$ cat src/rtl/sfilt_seq.sv
// Sequencer for the sfilt multiply/accumulate datapath: holds the sample delay
// line and coefficient table and expands each accepted sample into one command burst.
module sfilt_seq #(
    parameter int MAXTAPS = 16,
    parameter int DW      = 32,
    parameter int AW      = 4
) (
    input  logic          clk,
    input  logic          rst,
    input  logic          s_valid,
    output logic          s_ready,
    input  logic [DW-1:0] s_data,
    input  logic          cfg_we,
    input  logic [AW-1:0] cfg_addr,
    input  logic [DW-1:0] cfg_data,
    output logic          cfg_rdy,
    input  logic [AW:0]   ntaps,
    input  logic [6:0]    shift,
    output logic          f_push,
    output logic [1:0]    f_cmd,
    output logic [DW-1:0] f_q,
    output logic [DW-1:0] f_h,
    output logic          busy,
    output logic          done
);

    typedef enum logic [1:0] {IDLE, MAC, SHIFT, FLUSH} state_e;

    localparam logic [1:0]  CMD_MULT  = 2'd0;
    localparam logic [1:0]  CMD_MAC   = 2'd1;
    localparam logic [1:0]  CMD_SHIFT = 2'd2;
    localparam logic [1:0]  CMD_OUT   = 2'd3;
    localparam logic [AW:0] MAXN      = (AW+1)'(MAXTAPS);

    state_e        state_q, state_d;
    logic [AW-1:0] tap_q, tap_d, tap_nxt;
    logic [AW-1:0] last_tap_q, last_tap_d;
    logic [6:0]    shift_q, shift_d;
    logic [DW-1:0] x_q [MAXTAPS];
    logic [DW-1:0] c_q [MAXTAPS];

    logic          push_q, push_d;
    logic [1:0]    cmd_q, cmd_d;
    logic [DW-1:0] q_q, q_d;
    logic [DW-1:0] h_q, h_d;
    logic          done_q, done_d;

    logic          accept;
    logic          cfg_wr;
    logic [AW:0]   n_eff;
    logic [DW-1:0] c0_byp;

    assign s_ready = (state_q == IDLE) || (state_q == FLUSH);
    assign cfg_rdy = (state_q == IDLE);
    assign busy    = (state_q != IDLE);
    assign accept  = s_valid && s_ready;
    assign cfg_wr  = cfg_we && cfg_rdy && ({1'b0, cfg_addr} < MAXN);
    assign tap_nxt = tap_q + 1'b1;

    // A write landing in the accept cycle must already be seen by the first product.
    assign c0_byp  = (cfg_wr && (cfg_addr == '0)) ? cfg_data : c_q[0];

    always_comb begin
        if (ntaps == '0)
            n_eff = (AW+1)'(1);
        else if (ntaps > MAXN)
            n_eff = MAXN;
        else
            n_eff = ntaps;
    end

    // NOTE: every signal gets its default first so no path through the case leaves a latch.
    always_comb begin
        state_d    = state_q;
        tap_d      = tap_q;
        last_tap_d = last_tap_q;
        shift_d    = shift_q;
        push_d     = 1'b0;
        cmd_d      = CMD_MULT;
        q_d        = '0;
        h_d        = '0;
        done_d     = 1'b0;

        unique case (state_q)
            IDLE: ;
            MAC: begin
                push_d = 1'b1;
                if (tap_q == last_tap_q) begin
                    state_d = SHIFT;
                    cmd_d   = CMD_SHIFT;
                    h_d     = DW'(shift_q);
                end else begin
                    tap_d = tap_nxt;
                    cmd_d = CMD_MAC;
                    q_d   = x_q[tap_nxt];
                    h_d   = c_q[tap_nxt];
                end
            end
            SHIFT: begin
                state_d = FLUSH;
                push_d  = 1'b1;
                cmd_d   = CMD_OUT;
                done_d  = 1'b1;
            end
            FLUSH: state_d = IDLE;
            default: state_d = IDLE;
        endcase

        // Accept overrides the IDLE/FLUSH exit so back-to-back bursts run without a gap.
        if (accept) begin
            state_d    = MAC;
            tap_d      = '0;
            last_tap_d = AW'(n_eff - 1'b1);
            shift_d    = shift;
            push_d     = 1'b1;
            cmd_d      = CMD_MULT;
            q_d        = s_data;
            h_d        = c0_byp;
        end
    end

    // NOTE: sequential state uses non-blocking assignments only; the delay line and
    // coefficient table are reset here as well because stale taps must read as zero.
    always_ff @(posedge clk) begin
        if (rst) begin
            state_q    <= IDLE;
            tap_q      <= '0;
            last_tap_q <= '0;
            shift_q    <= '0;
            push_q     <= 1'b0;
            cmd_q      <= '0;
            q_q        <= '0;
            h_q        <= '0;
            done_q     <= 1'b0;
            for (int i = 0; i < MAXTAPS; i++) begin
                x_q[i] <= '0;
                c_q[i] <= '0;
            end
        end else begin
            state_q    <= state_d;
            tap_q      <= tap_d;
            last_tap_q <= last_tap_d;
            shift_q    <= shift_d;
            push_q     <= push_d;
            cmd_q      <= cmd_d;
            q_q        <= q_d;
            h_q        <= h_d;
            done_q     <= done_d;
            if (accept) begin
                x_q[0] <= s_data;
                for (int i = 1; i < MAXTAPS; i++)
                    x_q[i] <= x_q[i-1];
            end
            if (cfg_wr)
                c_q[cfg_addr] <= cfg_data;
        end
    end

    assign f_push = push_q;
    assign f_cmd  = cmd_q;
    assign f_q    = q_q;
    assign f_h    = h_q;
    assign done   = done_q;

endmodule
$ cat config.mk
export PLATFORM = sky130hd
export DESIGN_NAME = sfilt_seq
export DESIGN_NICKNAME = d
export VERILOG_FILES = /design/src/rtl/sfilt_seq.sv
export SDC_FILE = /design/constraint.sdc
export NUM_CORES = 2
export LEC_CHECK = 0
export BUFFER_PORTS_ARGS = -buffer_cell sky130_fd_sc_hd__buf_2
export CAP_MARGIN = 30
export CELL_PAD_IN_SITES_DETAIL_PLACEMENT = 2
export CELL_PAD_IN_SITES_GLOBAL_PLACEMENT = 2
export CORE_UTILIZATION = 42
export DETAILED_ROUTE_END_ITERATION = 7
export GPL_ROUTABILITY_DRIVEN = 0
export PLACE_DENSITY_LB_ADDON = 0.1
export SETUP_SLACK_MARGIN = 0.02
export SLEW_MARGIN = 20
export SYNTH_ARGS = -nofsm -noshare
export SYNTH_HDL_FRONTEND = slang
export SYNTH_SLANG_ARGS = --single-unit
export TNS_END_PERCENT = 20
$ cat constraint.sdc
create_clock -name clk -period 5 [get_ports clk]
set_input_delay 0.75 -clock clk [delete_from_list [all_inputs] [get_ports clk]]
set_output_delay 0.75 -clock clk [all_outputs]
set_load 0.01 [all_outputs]
==> run_results.csv <==
group,metric,value,unit
clock_tree,cts_buffers,130,
detailed_routing,post-route-drc-count,0,
synth,synthAdderAreaFrac,0.001792,
die,fp.dieH,343.2,microns
critical_path,critical_path_class,"reg -> reg",
detailed_routing,routed_wl,133.1,mm
sta,slew_viol_final,0,
detailed_routing,drt_first_pass_iters,5,
place,preCtsSetupSlack,631.4,ps
synth,yosysMostFrequentCell,"edfxtp_1",
critical_path,cpMaxStageDelayCell,"or4_2",
critical_path,crit_path_end_kind,"register",
grt,gr-total-overflow,0,
cells_and_area,n_fill_cell,10500,
detailed_routing,vias,26583,
clock_tree,clkLatencyLatePin,730,ps
synth,synth_cells,3038,
die,coreArea,0.1148,sq mm
clock_tree,cts_num_sinks,1109,
critical_path,arrival,5030,ps
sta,fin_tns_setup,0,ps
synth,async_flop_share,0,
synth,synth_edf_count,1024,
synth,synth.distinct_cells,46,
critical_path,cp.required,5650,ps
die,die-area,0.1178,sq mm
power,swShare,0.2597,
power,clockPowerShare,0.361,
power,seqPwrFrac,0.483,
die,num_rows,124,
synth,synth_top_family_by_area,"multiplexers",
detailed_routing,initialDrtViolationCount,1811,
sta,maxSlewHeadroom,0.3245,
synth,yosysSeqAreaShare,0.6638,
grt,grt_pass1_vias,30062,
critical_path,path_cells,"inv_1 > ha_1 > nor2b_2 > nor2_4 > clkinv_16 > or4_2 > buf_4 > o22ai_1 > o21bai_1",
critical_path,start_kind,"register",
cells_and_area,drive_gt1_frac,0.2317,
cells_and_area,layout.nets,3258,
synth,synth_xor_area_frac,0.002124,
sta,setup_slack,621.0,ps
critical_path,crit_path_max_incr_delay,1270,ps
die,die_x,343.2,microns
synth,synth_seq_cells,1109,
clock_tree,cts-resized-gates,0,
power,p_comb_frac,0.157,
detailed_routing,detail-route-antenna-nets,0,
synth,synth_compound_area_frac,0.01899,
critical_path,crit_buf_inv,3,
synth,synth_nets,3129,
grt,track_usage,0.2312,
critical_path,worst-path-max-fanout,113,
sta,finalSetupViolations,0,
power,p_int,19340,uW
synth,synthFlopType,"edfxtp_1",
synth,synth_common_cells,"edfxtp_1 (1024), and2_1 (832), mux4_2 (256)",
detailed_routing,top_layer_used,"met5",
detailed_routing,via_per_inst,5.554,
place,numPortBuffers,154,
clock_tree,path_clk_slew,60,ps
critical_path,path_delay_family,"simple AND/OR/NAND/NOR gates",
sta,worst_slew_pin_slew,1013,ps
clock_tree,cts_root_buf,"clkbuf_16",
sta,worst_hold_slack,250.2,ps
synth,yosys.area_share.simple,0.1404,
status,outcome,"finished, final reports clean",
sta,rsz0062_at_grt,"false",
sta,period_share,0.8758,
synth,synth.area.top_cells,"edfxtp_1 (63%), mux4_2 (12%), and2_1 (11%)",
clock_tree,post_cts_buffers,0,
synth,syn_area,0.04889,sq mm
detailed_routing,met3_length,5.159,mm
synth,synth_top_area_frac,0.6290,
sta,skew,17.52,ps
power,power.density,468.5,mW/mm^2
cells_and_area,syn_to_final_growth,14.04,%
synth,synth_warnings,0,
die,num_io_pins,155,
power,p_leak,0.02015,uW
power,switching_power,6783,uW
synth,yosys.area.top_type,"edfxtp_1",
grt,grt_max_degree,114,
detailed_routing,wl_met2,68.75,mm
clock_tree,clk_path_buf_depth,3,
cells_and_area,seqCellArea,0.03245,sq mm
min_path,holdCritPathClass,"in -> reg",
place,placed_cell_area,0.05146,sq mm
sta,finalCriticalPeriod,4379,ps
clock_tree,cts_tree,"yes",
synth,muxShareOfSynthArea,0.1514,
clock_tree,ctsHtreeMaxLevel,4,
sta,max_freq,228.4,MHz
cells_and_area,multi_input_area,0.01548,sq mm
flow_run,maxCapViolations,0,
place,detailed_place_hpwl,76.78,mm
clock_tree,cts_hold_buf,0,
sta,hold_viol_final,0,
grt,antenna_found_initial,17,
detailed_routing,wire_per_inst,27.81,microns
synth,syn_area_per_cell,16.09,sq um
cells_and_area,design_area,0.05575,sq mm
grt,grt_pass1_wl,200.4,mm
detailed_routing,wirelength_met1,56.09,mm
die,start_util,0.4258,
power,peakVddDrop,0.0003434,V
cell usage in the layout, fill, tap and decap left out, types with 36 or more instances in the layout:
master,count
clkbuf_16,141
o21ai_0,42
a21oi_1,37
and2_1,832
edfxtp_1,1024
mux2i_1,113
clkbuf_1,36
mux2_2,45
dfxtp_1,84
buf_2,153
buf_4,57
mux4_2,256
nor2b_1,194
metal layers:
metal,vias to the layer above,track usage
met5,-,0
met4,12,0.06472
met3,207,0.03313
met2,531,0.4066
met1,14327,0.2976
li1,11506,-
power by group through the flow:
stage          sequential, uW  clock (uW)  combinational, uW
5_1_grt                 12800        9940               4440
4_1_cts                 12600        9630               4170
3_3_place_gp            12600           0               3950
2_1_floorplan           12500           0               2860
3_5_place_dp            12800           0               4140
6_report                12600        9420               4090
registers in the layout (all words and copies together), names as in the netlist:
register	flops
c_q	512
x_q	512
f_h	32
f_q	32
shift_q	7
last_tap_q	4
tap_q	4
f_cmd	2
state_q	2
done	1
f_push	1
cell type report:
cell class              count  area share
clock buffers             186     0.06794
flip-flops and latches   1109      0.5822
repair buffers            232     0.02956
diodes                      3   0.0001347
well taps                1512     0.03394
inverters                   7   0.0009427
multi-input cells        1687      0.2778
clock inverters            50    0.007541
final timing paths:
kind,start,endpoint,slack (ps),depth (start not counted)
setup reg to reg,state_q[0]$_SDFFE_PP0P_,f_h[15]$_SDFF_PP0_,620,9
setup / recovery,state_q[0]$_SDFFE_PP0P_,f_h[15]$_SDFF_PP0_,620,9
hold / removal,shift[0],shift_q[0]$_SDFFE_PP0P_,250,2
hold reg to reg,shift_q[5]$_SDFFE_PP0P_,shift_q[5]$_SDFFE_PP0P_,490,1
through the flow:
step                  util  cells  power [uW]
floorplan                -   3038       15330
global placement    0.4476   4541       16590
detailed placement  0.4483   4544       16910
CTS                 0.4849   4780       26430
global route        0.4855   4783       27140
finish              0.4856   4786       26120
kinds of logic after synthesis:
logic type,count (synthesis)
muxes,414
AOI/OAI and AO/OA,150
buffers and inverters,242
xor gates and xnor gates,11
DFF,1109
and+or+nand+nor,1105
adders and majority gates,7
No activity file was read; power rests on OpenSTA's default activity.
